==> src/rtl/pipe_ctrl.sv <==
// ============================================================================
// pipe_ctrl : 5-stage pipeline stall / flush / redirect sequencing controller
// Rev 1.0   : initial release
// ============================================================================
`default_nettype none

module pipe_ctrl #(
   parameter int ADDR_W  = 32,
   parameter int REG_AW  = 5,
   parameter int MDU_MAX = 40,
   parameter int CNT_W   = 32
) (
   input  logic              clk,
   input  logic              rst_n,
   input  logic [REG_AW-1:0] id_rs1_addr_i,
   input  logic              id_rs1_use_i,
   input  logic [REG_AW-1:0] id_rs2_addr_i,
   input  logic              id_rs2_use_i,
   input  logic [REG_AW-1:0] ex_rd_addr_i,
   input  logic              ex_load_i,
   input  logic              ex_jump_i,
   input  logic [ADDR_W-1:0] ex_jump_addr_i,
   input  logic              ex_mdu_start_i,
   input  logic              mdu_done_i,
   input  logic              mem_req_i,
   input  logic              mem_ready_i,
   input  logic              int_req_i,
   input  logic [ADDR_W-1:0] int_addr_i,
   output logic              stall_pc_o,
   output logic              stall_if_id_o,
   output logic              stall_id_ex_o,
   output logic              stall_ex_mem_o,
   output logic              flush_if_id_o,
   output logic              flush_id_ex_o,
   output logic              flush_ex_mem_o,
   output logic              jump_o,
   output logic [ADDR_W-1:0] jump_addr_o,
   output logic              int_ack_o,
   output logic              mdu_timeout_o,
   output logic [CNT_W-1:0]  stall_cnt_o
);

   localparam int              WD_W    = $clog2(MDU_MAX + 1);
   localparam logic [WD_W-1:0] WD_LAST = WD_W'(MDU_MAX - 1);

   typedef enum logic [1:0] {
      RUN      = 2'd0,
      MEM_WAIT = 2'd1,
      MDU_WAIT = 2'd2
   } state_t;

   state_t            state_q, state_d;
   logic [WD_W-1:0]   wd_q, wd_d;
   logic [CNT_W-1:0]  cnt_q, cnt_d;
   logic              mem_freeze;
   logic              load_use;
   logic              wd_last;

   always_comb begin
      mem_freeze = mem_req_i && !mem_ready_i;
      load_use   = ex_load_i && (ex_rd_addr_i != '0) &&
                   ((id_rs1_use_i && (id_rs1_addr_i == ex_rd_addr_i)) ||
                    (id_rs2_use_i && (id_rs2_addr_i == ex_rd_addr_i)));
      wd_last    = (wd_q >= WD_LAST);

      state_d        = state_q;
      wd_d           = wd_q;
      stall_pc_o     = 1'b0;
      stall_if_id_o  = 1'b0;
      stall_id_ex_o  = 1'b0;
      stall_ex_mem_o = 1'b0;
      flush_if_id_o  = 1'b0;
      flush_id_ex_o  = 1'b0;
      flush_ex_mem_o = 1'b0;
      jump_o         = 1'b0;
      jump_addr_o    = '0;
      int_ack_o      = 1'b0;
      mdu_timeout_o  = 1'b0;

      if (mem_freeze) begin
         stall_pc_o     = 1'b1;
         stall_if_id_o  = 1'b1;
         stall_id_ex_o  = 1'b1;
         stall_ex_mem_o = 1'b1;
         if (state_q == RUN) state_d = MEM_WAIT;
         // The MDU keeps running while the bus is frozen, so the watchdog does too;
         // it parks one short of the limit and fires on the first unfrozen cycle.
         if ((state_q == MDU_WAIT) && !wd_last) wd_d = wd_q + 1'b1;
      end else if (state_q == MDU_WAIT) begin
         if (mdu_done_i) begin
            state_d = RUN;
         end else if (wd_last) begin
            mdu_timeout_o = 1'b1;
            state_d       = RUN;
         end else begin
            stall_pc_o     = 1'b1;
            stall_if_id_o  = 1'b1;
            stall_id_ex_o  = 1'b1;
            flush_ex_mem_o = 1'b1;
            wd_d           = wd_q + 1'b1;
         end
      end else begin
         // RUN, or the MEM_WAIT release cycle which behaves exactly like RUN
         state_d = RUN;
         if (ex_jump_i) begin
            jump_o        = 1'b1;
            jump_addr_o   = ex_jump_addr_i;
            flush_if_id_o = 1'b1;
            flush_id_ex_o = 1'b1;
         end else if (ex_mdu_start_i) begin
            stall_pc_o     = 1'b1;
            stall_if_id_o  = 1'b1;
            stall_id_ex_o  = 1'b1;
            flush_ex_mem_o = 1'b1;
            state_d        = MDU_WAIT;
            wd_d           = '0;
         end else if (load_use) begin
            stall_pc_o    = 1'b1;
            stall_if_id_o = 1'b1;
            flush_id_ex_o = 1'b1;
         end else if (int_req_i) begin
            jump_o        = 1'b1;
            jump_addr_o   = int_addr_i;
            flush_if_id_o = 1'b1;
            flush_id_ex_o = 1'b1;
            int_ack_o     = 1'b1;
         end
      end

      if (!rst_n) begin
         stall_pc_o     = 1'b0;
         stall_if_id_o  = 1'b0;
         stall_id_ex_o  = 1'b0;
         stall_ex_mem_o = 1'b0;
         flush_if_id_o  = 1'b0;
         flush_id_ex_o  = 1'b0;
         flush_ex_mem_o = 1'b0;
         jump_o         = 1'b0;
         jump_addr_o    = '0;
         int_ack_o      = 1'b0;
         mdu_timeout_o  = 1'b0;
      end

      cnt_d = cnt_q;
      if (stall_pc_o && (cnt_q != '1)) cnt_d = cnt_q + 1'b1;
      stall_cnt_o = cnt_q;
   end

   always_ff @(posedge clk or negedge rst_n) begin
      if (!rst_n) begin
         state_q <= RUN;
         wd_q    <= '0;
         cnt_q   <= '0;
      end else begin
         state_q <= state_d;
         wd_q    <= wd_d;
         cnt_q   <= cnt_d;
      end
   end

endmodule

`default_nettype wire

==> config.mk <==
export PLATFORM = sky130hd
export DESIGN_NAME = pipe_ctrl
export DESIGN_NICKNAME = d
export VERILOG_FILES = /design/src/rtl/pipe_ctrl.sv
export SDC_FILE = /design/constraint.sdc
export NUM_CORES = 1
export LEC_CHECK = 0
export BUFFER_PORTS_ARGS = -buffer_cell sky130_fd_sc_hd__clkbuf_2
export CORE_MARGIN = 2
export CORE_UTILIZATION = 43
export CTS_CLUSTER_SIZE = 16
export DETAILED_ROUTE_END_ITERATION = 8
export PLACE_DENSITY = 0.77
export SKIP_CTS_REPAIR_TIMING = 1
export SYNTH_ARGS = -nofsm -noshare
export SYNTH_HDL_FRONTEND = slang
export SYNTH_SLANG_ARGS = --single-unit
export TNS_END_PERCENT = 30
==> constraint.sdc <==
create_clock -name clk -period 2.92 [get_ports clk]
set_input_delay 0.146 -clock clk [delete_from_list [all_inputs] [get_ports clk]]
set_output_delay 0.146 -clock clk [all_outputs]
set_load 0.02 [all_outputs]
==> impl_metrics.ini <==
[detailed_routing]
vias_per_cell = 5.400
wl_per_cell_microns = 15.01
drtIter0Drc = 174
drt_wl_total_mm = 7.686
num_vias = 2765
dr.pass1.iters = 4
ant_nets = 0
drc = 0

[timing]
finalSetupViolCount = 0
worst_slew_pin_slew_ns = 0.4961
fin_tns_setup_ns = 0
fin_crit_sh_pct = 90.26
fin_ws_ns = 0.2845
min_period_ns = 2.635
drv_slew = 0
slew_headroom_pct = 66.93
rsz0062_at_grt = no
timing.fmax_ghz = 0.3794
hold_violations = 0
skew_ns = 0.007484

[grt]
grt_max_degree = 40
grt_pass1_wl_mm = 11.47
track_usage_pct = 22.25
grt_pass1_vias = 2473
grt_overflow = 0
antenna_found_initial = 0

[placed_design]
dp_hpwl_mm = 6.041
place_area_sq_um = 3467
dpl_worst_slack_ns = 0.5503
routabilityCongestion = 0.8245
port_buffers = 163

[floorplan]
start_util_pct = 44.16
die_area_sq_um = 6645
die_w_microns = 81.52
coreArea_sq_um = 5851
rows = 28
fp.dieH_microns = 81.52
ios = 164

[pwr]
power.density_nw_per_um2 = 421.0
p_leak_nw = 1.867
irDropWorstVdd_uv = 433.9

[logic_synthesis]
synth-main-ff-cell = dfrtp_1
synthArstFlopShare_pct = 100.0
syn-cell-area_sq_um = 2584
synth_xor_area_share_pct = 13.22
synth_top_area_share_pct = 38.74
muxShareOfSynthArea_pct = 1.259
synth_nets = 363
ys_types = 44
synth_most_common_cell = dfrtp_1
synth_top_family_by_area = simple AND/OR/NAND/NOR gates
syn_area_per_cell_sq_um = 9.534
synth_compound_area_share_pct = 17.09
syn_inst = 271
ys_ff_latch = 40
synth-edff-count = 0
yosys_warnings = 0
synthAdderAreaFrac_pct = 0.9685
synthTopCellsByArea = dfrtp_1 39%, xnor2_1 12%, a22o_1 9.8%, nand3_1 4.3%, nor2_1 3.3%
yosys.area_share.simple_pct = 24.55
netlist_top_cells_count = 40 x dfrtp_1, 36 x xnor2_1, 29 x a22o_1, 23 x nor2_1, 22 x nand3_1
synth_seq_area_share_pct = 38.74
synth.largest_area_cell = dfrtp_1

[worst_setup_path]
cp-endpoint = stall_if_id_o
critPathCaptureType = output port
required_ns = 2.77
worstPathArrival_ns = 2.49
critical_path_peak_fanout = 12
r2r_end = stall_cnt_o[14]
worstSetupPathType = reg -> out
reg2reg_slack_ns = 0.48
r2r_start = wd_q[0]
start_kind = flop
critPathLaunch = wd_q[0]
rr_worst_depth = 8

[final_layout]
diodes = 0
layout-drive-gt1-share_pct = 43.48
fin_area_sq_um = 3570
nets = 528
area_growth_pct = 38.16

[clocking]
h-tree-depth = 2
insertion_delay_ns = 0.29
cts_sinks = 40
cts.clk_slew.worst_paths_ns = 0.08
cts_made_buffers = 5
clockBufferDepth = 2
cts_root_buffer = clkbuf_8
cts_tree = built

[run_status]
status = completed

[worst_hold_path]
hold_class = in -> reg

[run]
drv_cap = 0
## layout by cell type, fill, tap and decap left out, types with 2 or more instances in the layout
cell,n
a211o_1,2
a21oi_1,5
a22o_1,29
a22o_2,3
a31oi_1,2
and2_1,3
and3_1,11
and4_1,7
buf_4,8
clkbuf_2,163
clkbuf_8,6
clkinv_2,2
dfrtp_1,40
ha_1,2
inv_1,5
mux2_2,2
nand2_1,17
nand2b_1,4
nand3_1,22
nand3b_1,3
nand4_1,12
nand4b_1,2
nor2_1,22
nor2b_1,3
nor3_1,2
o21ai_0,3
xnor2_1,36
xor2_1,3
## sequential cells by signal, summed over array words and instances (netlist names)
register     flops
state_q          2
wd_q             6
stall_cnt_o     32
## kinds of logic after synthesis
family / after synthesis
AOI/OAI and AO/OA: 54
xor gates and xnor gates: 39
adders and majority gates: 2
buffers and inverters: 19
DFF: 40
muxes: 3
and+or+nand+nor: 114
## power breakdown
part           switching, mW  internal [mW]  leakage, nW
Sequential            0.0611          0.607        0.544
Clock                  0.187          0.189       0.0510
Combinational          0.261          0.198         1.27
Total                  0.509          0.994         1.87
## final cells by class
| type | count | area (sq um) |
|---|---|---|
| clock buffer | 6 | 82.58 |
| sequential | 40 | 1001 |
| multi-input combinational | 212 | 1478 |
| timing repair buffer | 172 | 885.9 |
| tap | 75 | 93.84 |
| inverter | 5 | 18.77 |
| clock inverter | 2 | 10.01 |
| fill | 532 | 2281 |
## through the flow
stage	hold WS (ns)	cells	power, mW	utilization, %
4_1_cts	-0.3371	511	1.514	60.84
5_1_grt	0.1617	512	1.592	61.01
6_report	0.1705	512	1.503	61.01
3_3_place_gp	-0.02026	503	1.123	59.26
3_5_place_dp	-0.02264	503	1.138	59.26
2_1_floorplan	-0.1496	271	0.9423	-
## per-layer routing
metal  global-route usage, %  part of all wire [%]  routed length [microns]
met4                   6.780                   1.6                      126
met3                   4.835                   7.7                      588
met2                   38.11                    49                     3771
met5                       0                     0                        0
met1                   28.01                    42                     3200
## how the worst min path moves through the flow
stage                         start        endpoint  slack, ns  cells past startpoint
after CTS                     rst_n      state_q[0]      -0.34                      1
after detailed placement      rst_n      state_q[0]      -0.02                      1
after global routing      mem_req_i      state_q[0]       0.16                      3
after global placement        rst_n      state_q[0]      -0.02                      1
after floorplan               rst_n  stall_cnt_o[0]      -0.15                      0
final                     mem_req_i      state_q[0]       0.17                      3
## critical path: stages (launching register included)
cell      delay, ns
dfrtp_1        0.41
ha_1           0.24
a211o_1        0.35
a211oi_2       0.30
o31a_1         0.21
a21o_1         0.26
buf_4          0.24
clkbuf_2       0.18
Note: power is estimated with default switching activity, not from simulation.
